--- config.mk ---
export PLATFORM = sky130hd
export DESIGN_NAME = serial_word_shifter
export DESIGN_NICKNAME = d
export VERILOG_FILES = /design/src/rtl/serial_word_shifter.sv
export SDC_FILE = /design/constraint.sdc
export NUM_CORES = 1
export LEC_CHECK = 0
export BUFFER_PORTS_ARGS = -buffer_cell sky130_fd_sc_hd__buf_4
export CAP_MARGIN = 20
export CORE_AREA = 5 5 42 44
export DETAILED_ROUTE_END_ITERATION = 16
export DIE_AREA = 0 0 47 49
export MAX_ROUTING_LAYER = met4
export PLACE_DENSITY = 0.74
export SLEW_MARGIN = 25
export SYNTH_ARGS = -nofsm -noshare
export SYNTH_HDL_FRONTEND = slang
export SYNTH_SLANG_ARGS = --single-unit
--- constraint.sdc ---
create_clock -name clk -period 4.8 [get_ports clk]
set_clock_uncertainty 0.2 [all_clocks]
set_input_delay 1.2 -clock clk [delete_from_list [all_inputs] [get_ports clk]]
set_output_delay 1.2 -clock clk [all_outputs]
set_load 0.02 [all_outputs]
--- src/rtl/serial_word_shifter.sv ---
// serial_word_shifter
//   Parallel-to-serial front end for the bit-serial sequence detectors.
//   Words arrive over a valid/ready handshake. Each word is shifted out MSB
//   first, one bit per cycle with en high, on sout qualified by sout_valid.
//
// Handshake: a word transfers on a rising edge where din_valid && din_ready.
//   din_ready depends only on registered state, never on din_valid or en.
//   Downstream consumes a bit in every cycle where sout_valid && en.
//
// Optional feature: define SERIAL_WORD_SHIFTER_DBUF_EN to add a one-word
//   holding register. This allows zero-bubble word-to-word streaming. Without
//   it, consecutive words are separated by one idle cycle.
//
// Ports:
//   clk          system clock, rising edge
//   rst          asynchronous active-high reset
//   din          parallel word to serialize
//   din_valid    din holds a word
//   din_ready    block can accept a word this cycle
//   en           shift enable; low holds the current bit
//   sout         serial bit, MSB first, 0 when sout_valid is 0
//   sout_valid   sout carries a word bit
//   word_done    the last bit of a word is being consumed (combinational)
//   busy         a word is shifting or buffered
//   dbg_state_o  current FSM state (0 = IDLE, 1 = SHIFT)
module serial_word_shifter #(
  parameter int WIDTH = 8
) (
  input  logic             clk,
  input  logic             rst,
  input  logic [WIDTH-1:0] din,
  input  logic             din_valid,
  output logic             din_ready,
  input  logic             en,
  output logic             sout,
  output logic             sout_valid,
  output logic             word_done,
  output logic             busy,
  output logic             dbg_state_o
);

  localparam int CNT_W = $clog2(WIDTH);
  localparam logic [CNT_W-1:0] CNT_LAST = CNT_W'(WIDTH - 1);

  typedef enum logic {
    IDLE  = 1'b0,
    SHIFT = 1'b1
  } state_t;

  state_t            state_q, state_d;
  logic [WIDTH-1:0]  sreg_q, sreg_d;
  logic [CNT_W-1:0]  cnt_q, cnt_d;
  logic              accept;
  logic              last_bit;
  logic              hold_full;

`ifdef SERIAL_WORD_SHIFTER_DBUF_EN
  logic [WIDTH-1:0]  hold_q, hold_d;
  logic              hold_full_q, hold_full_d;

  assign hold_full = hold_full_q;
  assign din_ready = !hold_full_q;
`else
  assign hold_full = 1'b0;
  assign din_ready = (state_q == IDLE);
`endif

  assign accept      = din_valid && din_ready;
  assign last_bit    = (state_q == SHIFT) && en && (cnt_q == '0);
  assign word_done   = last_bit;
  assign sout_valid  = (state_q == SHIFT);
  assign sout        = (state_q == SHIFT) ? sreg_q[WIDTH-1] : 1'b0;
  assign busy        = (state_q == SHIFT) || hold_full;
  assign dbg_state_o = state_q;

  always_comb begin
    state_d = state_q;
    sreg_d  = sreg_q;
    cnt_d   = cnt_q;
`ifdef SERIAL_WORD_SHIFTER_DBUF_EN
    hold_d      = hold_q;
    hold_full_d = hold_full_q;
`endif
    case (state_q)
      IDLE: begin
        if (accept) begin
          sreg_d  = din;
          cnt_d   = CNT_LAST;
          state_d = SHIFT;
        end
      end
      SHIFT: begin
        if (en) begin
          if (cnt_q != '0) begin
            sreg_d = {sreg_q[WIDTH-2:0], 1'b0};
            cnt_d  = cnt_q - 1'b1;
          end else begin
`ifdef SERIAL_WORD_SHIFTER_DBUF_EN
            // A buffered word has priority. din_ready is low whenever hold is
            // full, so an accept here can only occur with hold empty.
            if (hold_full_q) begin
              sreg_d      = hold_q;
              hold_full_d = 1'b0;
              cnt_d       = CNT_LAST;
            end else if (accept) begin
              sreg_d = din;
              cnt_d  = CNT_LAST;
            end else begin
              state_d = IDLE;
            end
`else
            state_d = IDLE;
`endif
          end
        end
      end
      default: state_d = IDLE;
    endcase
`ifdef SERIAL_WORD_SHIFTER_DBUF_EN
    // An accept mid-word parks the word in hold. On the last-bit cycle the
    // word goes straight into sreg, as handled above.
    if ((state_q == SHIFT) && accept && !last_bit) begin
      hold_d      = din;
      hold_full_d = 1'b1;
    end
`endif
  end

  always_ff @(posedge clk or posedge rst) begin
    if (rst) begin
      state_q <= IDLE;
      sreg_q  <= '0;
      cnt_q   <= '0;
`ifdef SERIAL_WORD_SHIFTER_DBUF_EN
      hold_q      <= '0;
      hold_full_q <= 1'b0;
`endif
    end else begin
      state_q <= state_d;
      sreg_q  <= sreg_d;
      cnt_q   <= cnt_d;
`ifdef SERIAL_WORD_SHIFTER_DBUF_EN
      hold_q      <= hold_d;
      hold_full_q <= hold_full_d;
`endif
    end
  end

endmodule

==> metrics, run 1 <==
status finished clean; HP Class reg2reg; # IOs 18; clock transition at the registers of the reported paths ~0.070 ns; Synth Warn # 0; post-route setup slack about 1.7 ns; row count 14; vias in the first global route approximately 460; post-CTS sizing 0; Filler cells 126; max_cap viols 0; Final Util 57.1%; final worst path period need about 3.1 ns; Final period util about two thirds; Cell variety after synth 21; fin cells 87; Hold Buf Count CTS 0; Synth area leaders dfrtp_1, mux2_2, ha_1; global route hottest layer met2; multi-input logic area about 300 um2; final hold vios 0; dominant cell type by area after synthesis dfrtp_1; die height between 40 and 50 um; Vias/cell ~4.9; power density over cell area ~530 nW/um2; syn_nets 67; CTS Sinks 12; Antenna Violating Nets Remaining 0; initial antenna violation count 0; Placed Cells 83; Die ar. about 2300 um2; CTS tree yes; share of cells above drive strength 1 52.1%; pre-CTS setup slack around 1.7 ns; I/O Buffers 17; Pins Over Slew Limit 0; setup violators final 0; setup repair bufs after CTS 0; Starting Density 45.4%; number of remaining DRC errors 0; Tot GR Track Use 11.4%; antenna cells 0; Syn Inst Count 53; RSZ-0062 raised after global routing no; Via Count 424; Worst slew margin 64.5%; Static Leakage 0.409 nW; synth-to-layout area growth 25.8%; first-pass GRT wire length 1880 um; CP max-delay cell nor2b_1; Crit. End Element output pin; setup TNS 0 ns; DR WL/cell approximately 12 um; worst vdd ir 227 uV; Req. time, crit path between 3 and 4 ns; Syn Area/Cell 12.0 um2; 1st-pass router iterations 2; met3 GRT Util 2.21%; Nets 86; register area 300 um2; commonest non-fill, non-tap cell in the layout buf_4; cts bufs inserted 3; Yosys reg bits 12; Bufs and invs on worst path 2; HPWL after DPL 807 um; Die X 47 um; fmax around 320 MHz; Top Family by Delay on Critical Path simple AND/OR/NAND/NOR gates; CTS root buf clkbuf_4; Routed Wire Length 1080 um; core area 1400 um2; Startpoint Class primary input; worst skew pair latency 0.27 ns; hold_ws roughly 0.30 ns; mapped cell area approximately 640 um2; largest net degree at the start of global routing 17; CP Cell Sequence buf_4 > nand2_2 > nor2b_1 > buf_4; GR Overflow Total 0; global-route track usage on met1 15.2%; Setup CP Type in2out; Slew @ Worst Pin 0.533 ns; CP arrival roughly 1.7 ns; Starting DRT DRC Count 5; met2 GRT Util between 10% and 20%; GP Congestion 0.661; most frequent cells in the layout buf_4, mux2_2, dfrtp_1; H-tree Lvls 1; CTS Buffer Depth 2; top-area cell type share of the netlist area 47.2%; Seq/Total Area, Yosys 47.2%; Most common cell on crit path buf_4; slowest stage delay, CP 0.19 ns; CP max FO 4
## cell families after synthesis
group           share of synthesized area (%)
fa+ha+maj                                3.94
buf+inv                                  6.10
flops                                    47.2
mux                                      24.8
simple gates                             10.4
compound gates                           7.48
## sequential cells by signal (all words and copies together) (netlist names)
name,flops
sreg_q,8
cnt_q,3
busy,1
## through the flow
stage                     power [mW]  instance area, um2
after floorplan                0.307                 636
after global placement         0.346                 763
after detailed placement       0.351                 763
after CTS                      0.434                 800
after global routing           0.461                 800
final                          0.426                 800
## metal layers
metal	vias up	wire length (um)
met5	-	0
met4	0	8
met3	2	59
met2	11	522
met1	195	487
li1	216	-
## Yosys cell counts
cell type,n
buf_2,1
mux2_1,1
mux2_2,13
nor3_1,1
nand3_1,2
nor2b_2,1
buf_4,2
dfrtp_1,12
nand2b_1,1
ha_1,2
nand2_2,1
o21ai_0,1
or3_1,1
nor2b_1,1
o21ai_4,1
inv_1,5
and2_1,1
a2bb2oi_1,1
a221o_1,1
o21a_1,1
nor2_1,3
## power by group
group	internal, mW	switching (mW)	total (mW)	leakage [nW]
registers	0.140	0.0291	0.169	0.150
logic	0.102	0.0741	0.176	0.238
clock network	0.0461	0.0346	0.0807	0.0210
total	0.288	0.138	0.426	0.409
## worst register-to-register path: cells and delay by family (launching register included)
kind | cells | cell delay [ns]
muxes | 1 | 0.38
and+or+nand+nor | 1 | 0.18
DFF | 1 | 0.68
AOI/OAI and AO/OA | 1 | 0.36
## final timing paths
path | startpoint | end | slack, ns | cells past startpoint
setup / recovery | en | word_done | 1.68 | 4
hold / removal | sreg_q[2]$_DFFE_PP0P_ | sreg_q[2]$_DFFE_PP0P_ | 0.30 | 1
setup reg to reg | busy$_DFF_PP0_ | sreg_q[5]$_DFFE_PP0P_ | 2.88 | 3
hold reg to reg | sreg_q[2]$_DFFE_PP0P_ | sreg_q[2]$_DFFE_PP0P_ | 0.30 | 1
max in group asynchronous | rst | sreg_q[2]$_DFFE_PP0P_ | 3.35 | 2
min in group asynchronous | rst | cnt_q[1]$_DFFE_PP0P_ | 0.73 | 2
## cell type report
| type | count | share of cell area [%] |
|---|---|---|
| timing repair buffer | 17 | 16.0 |
| inverter | 5 | 2.35 |
| clock buffer | 4 | 4.54 |
| tap | 16 | 2.50 |
| sequential | 12 | 37.6 |
| multi-input combinational | 33 | 37.1 |
Note: power is estimated with default switching activity, not from simulation.
==> run 2: changes to the inputs <==
Settings changed: CORE_AREA 5 5 42 44 to unset, CORE_MARGIN set to 5, CORE_UTILIZATION set to 48, DIE_AREA 0 0 47 49 to unset.
Clock period 4.8 ns to 3.1 ns, I/O delays scaled along.
==> run 2 against run 1 <==
Cell area is 1.9% lower. Wire length shrank 9.9%. Core utilization is 4.8 points higher. Global-route usage rose by 0.70 points. Combinational power grew 55%. Clock power increased by 8.9%. Worst setup slack got worse by 1.1 ns. Sequential share of layout area grew 0.72 points. Critical endpoint unchanged. Largest power group unchanged.
==> metrics, run 2 (synthesized netlist as in run 1, its figures left out) <==
1st-pass router iterations 2 (unchanged); Starting Density 50.1% (+4.7 points); # IOs 18 (unchanged); final worst path period need between 2 and 2.5 ns; Crit. End Element output pin; placed inst area 762 um2 (-0.16%); worst vdd ir 492 uV (+120%); Die X 46.4 um (-1.3%); die height 46.4 um (-5.3%); Static Leakage 0.402 nW (-1.8%); Tot GR Track Use 12.1% (+0.70 points); final hold vios 0 (unchanged); Clock Power Share 14.1% (-4.8 points); status finished clean; fmax between 400 and 500 MHz; fin cells 85 (-2.3%); clock transition at the registers of the reported paths 0.07 ns (about the same); share of cells above drive strength 1 51.4% (-0.68 points); synth-to-layout area growth 23.4%; Pins Over Slew Limit 0 (unchanged); commonest non-fill, non-tap cell in the layout buf_4; H-tree Lvls 1 (unchanged); Setup CP Type reg2out; Req. time, crit path 2.12 ns (-1.28 ns); HPWL after DPL 759 um (-5.9%); largest net degree at the start of global routing 17 (unchanged); GP Congestion 0.764 (+16%); Antenna Violating Nets Remaining 0 (unchanged); worst skew pair latency 0.26 ns (about the same); pre-CTS setup slack 0.834 ns (-0.833 ns); post-route setup slack 0.606 ns (-1.07 ns); Final Total Pwr 0.622 mW (+46%); most frequent cells in the layout buf_4, mux2_2, dfrtp_1; Slew @ Worst Pin 0.534 ns (+0.00104 ns); row count 13 (-1); first-pass GRT wire length 1770 um (-5.9%); CTS Sinks 12 (unchanged); Worst slew margin 64.4% (-0.069 points); Net Sw Power 0.202 mW (+47%); core area 1270 um2 (-9.5%); Filler cells 109 (-13%); number of flip-flops in the largest register 8 (unchanged); Nets 86 (unchanged); max_cap viols 0 (unchanged); setup repair bufs after CTS 0 (unchanged); vias in the first global route 406 (-12%); cts bufs inserted 3 (unchanged); Internal 0.420 mW (+46%); HP Class reg2reg; Via Count 425 (+0.24%); CTS tree yes; Top Family by Delay on Critical Path simple AND/OR/NAND/NOR gates; I/O Buffers 17 (unchanged); Placed Cells 82 (-1.2%); Final period util 80.4%; CP max-delay cell dfrtp_1; CTS root buf clkbuf_4; CP arrival 1.52 ns (-0.20 ns); Starting DRT DRC Count 4 (-1); number of remaining DRC errors 0 (unchanged); GR Overflow Total 0 (unchanged); setup violators final 0 (unchanged); Hold Buf Count CTS 0 (unchanged); initial antenna violation count 0 (unchanged); fin area 785 um2 (-1.9%); Biggest register sreg_q; sw frac 32.5% (+0.15 points); RSZ-0062 raised after global routing no; CP max FO 4 (unchanged); Routed Wire Length 971 um (-9.9%); Die ar. 2150 um2 (-6.6%); Final Util 61.8% (+4.8 points); power density over cell area 793 nW/um2 (+49%); Startpoint Class flip-flop; sequential power share 42.0% (+2.3 points); setup TNS 0 ns (unchanged); CTS Buffer Depth 2 (unchanged); post-CTS sizing 0 (unchanged); hold_ws 0.289 ns (-0.0101 ns); slowest stage delay, CP 0.38 ns (+0.19 ns); Bufs and invs on worst path 2 (unchanged); Vias/cell 5.00 (+2.6%); Comb power frac 43.8% (+2.4 points); DR WL/cell 11.4 um (-7.8%); CP Cell Sequence inv_1 > ha_1 > nor2b_2 > nor2b_1 > buf_4; antenna cells 0 (unchanged)
[run 2: changes by cell type in the layout (fill, tap and decap cells not counted)]
| cell | change |
|---|---|
| clkbuf_8 | -1 |
[run 2: power groups by stage]
stage	combinational [mW]	clock, mW	sequential [mW]
floorplan	0.225	0	0.250
global placement	0.273	0	0.263
detailed placement	0.277	0	0.265
CTS	0.278	0.0930	0.262
global route	0.308	0.101	0.272
finish	0.273	0.0879	0.261
[run 2: path summary, 6_finish.rpt]
path / slack (ns) / end / from / depth (start not counted)
max: 0.61 / word_done / cnt_q[0]$_DFFE_PP0P_ / 5
min: 0.29 / sreg_q[2]$_DFFE_PP0P_ / sreg_q[2]$_DFFE_PP0P_ / 1
max reg2reg: 1.20 / sreg_q[5]$_DFFE_PP0P_ / busy$_DFF_PP0_ / 3
min reg2reg: 0.29 / sreg_q[2]$_DFFE_PP0P_ / sreg_q[2]$_DFFE_PP0P_ / 1
max in group asynchronous: 2.10 / cnt_q[1]$_DFFE_PP0P_ / rst / 2
min in group asynchronous: 0.31 / sreg_q[5]$_DFFE_PP0P_ / rst / 2
[run 2: cell type report]
type / instances / area [um2] / share of cell area [%]
repair buffers: 17 / 128 / 16.3
clock buffers: 3 / 22.5 / 2.87
well taps: 15 / 18.8 / 2.39
inverters: 5 / 18.8 / 2.39
flip-flops and latches: 12 / 300 / 38.3
multi-input cells: 33 / 297 / 37.8
[run 2: routing by layer]
layer  global-route usage [%]  part of all wire, %
met5                        -                    0
met4                     3.41                    0
met3                     4.69                  6.6
met2                     17.9                   46
met1                     15.2                   47
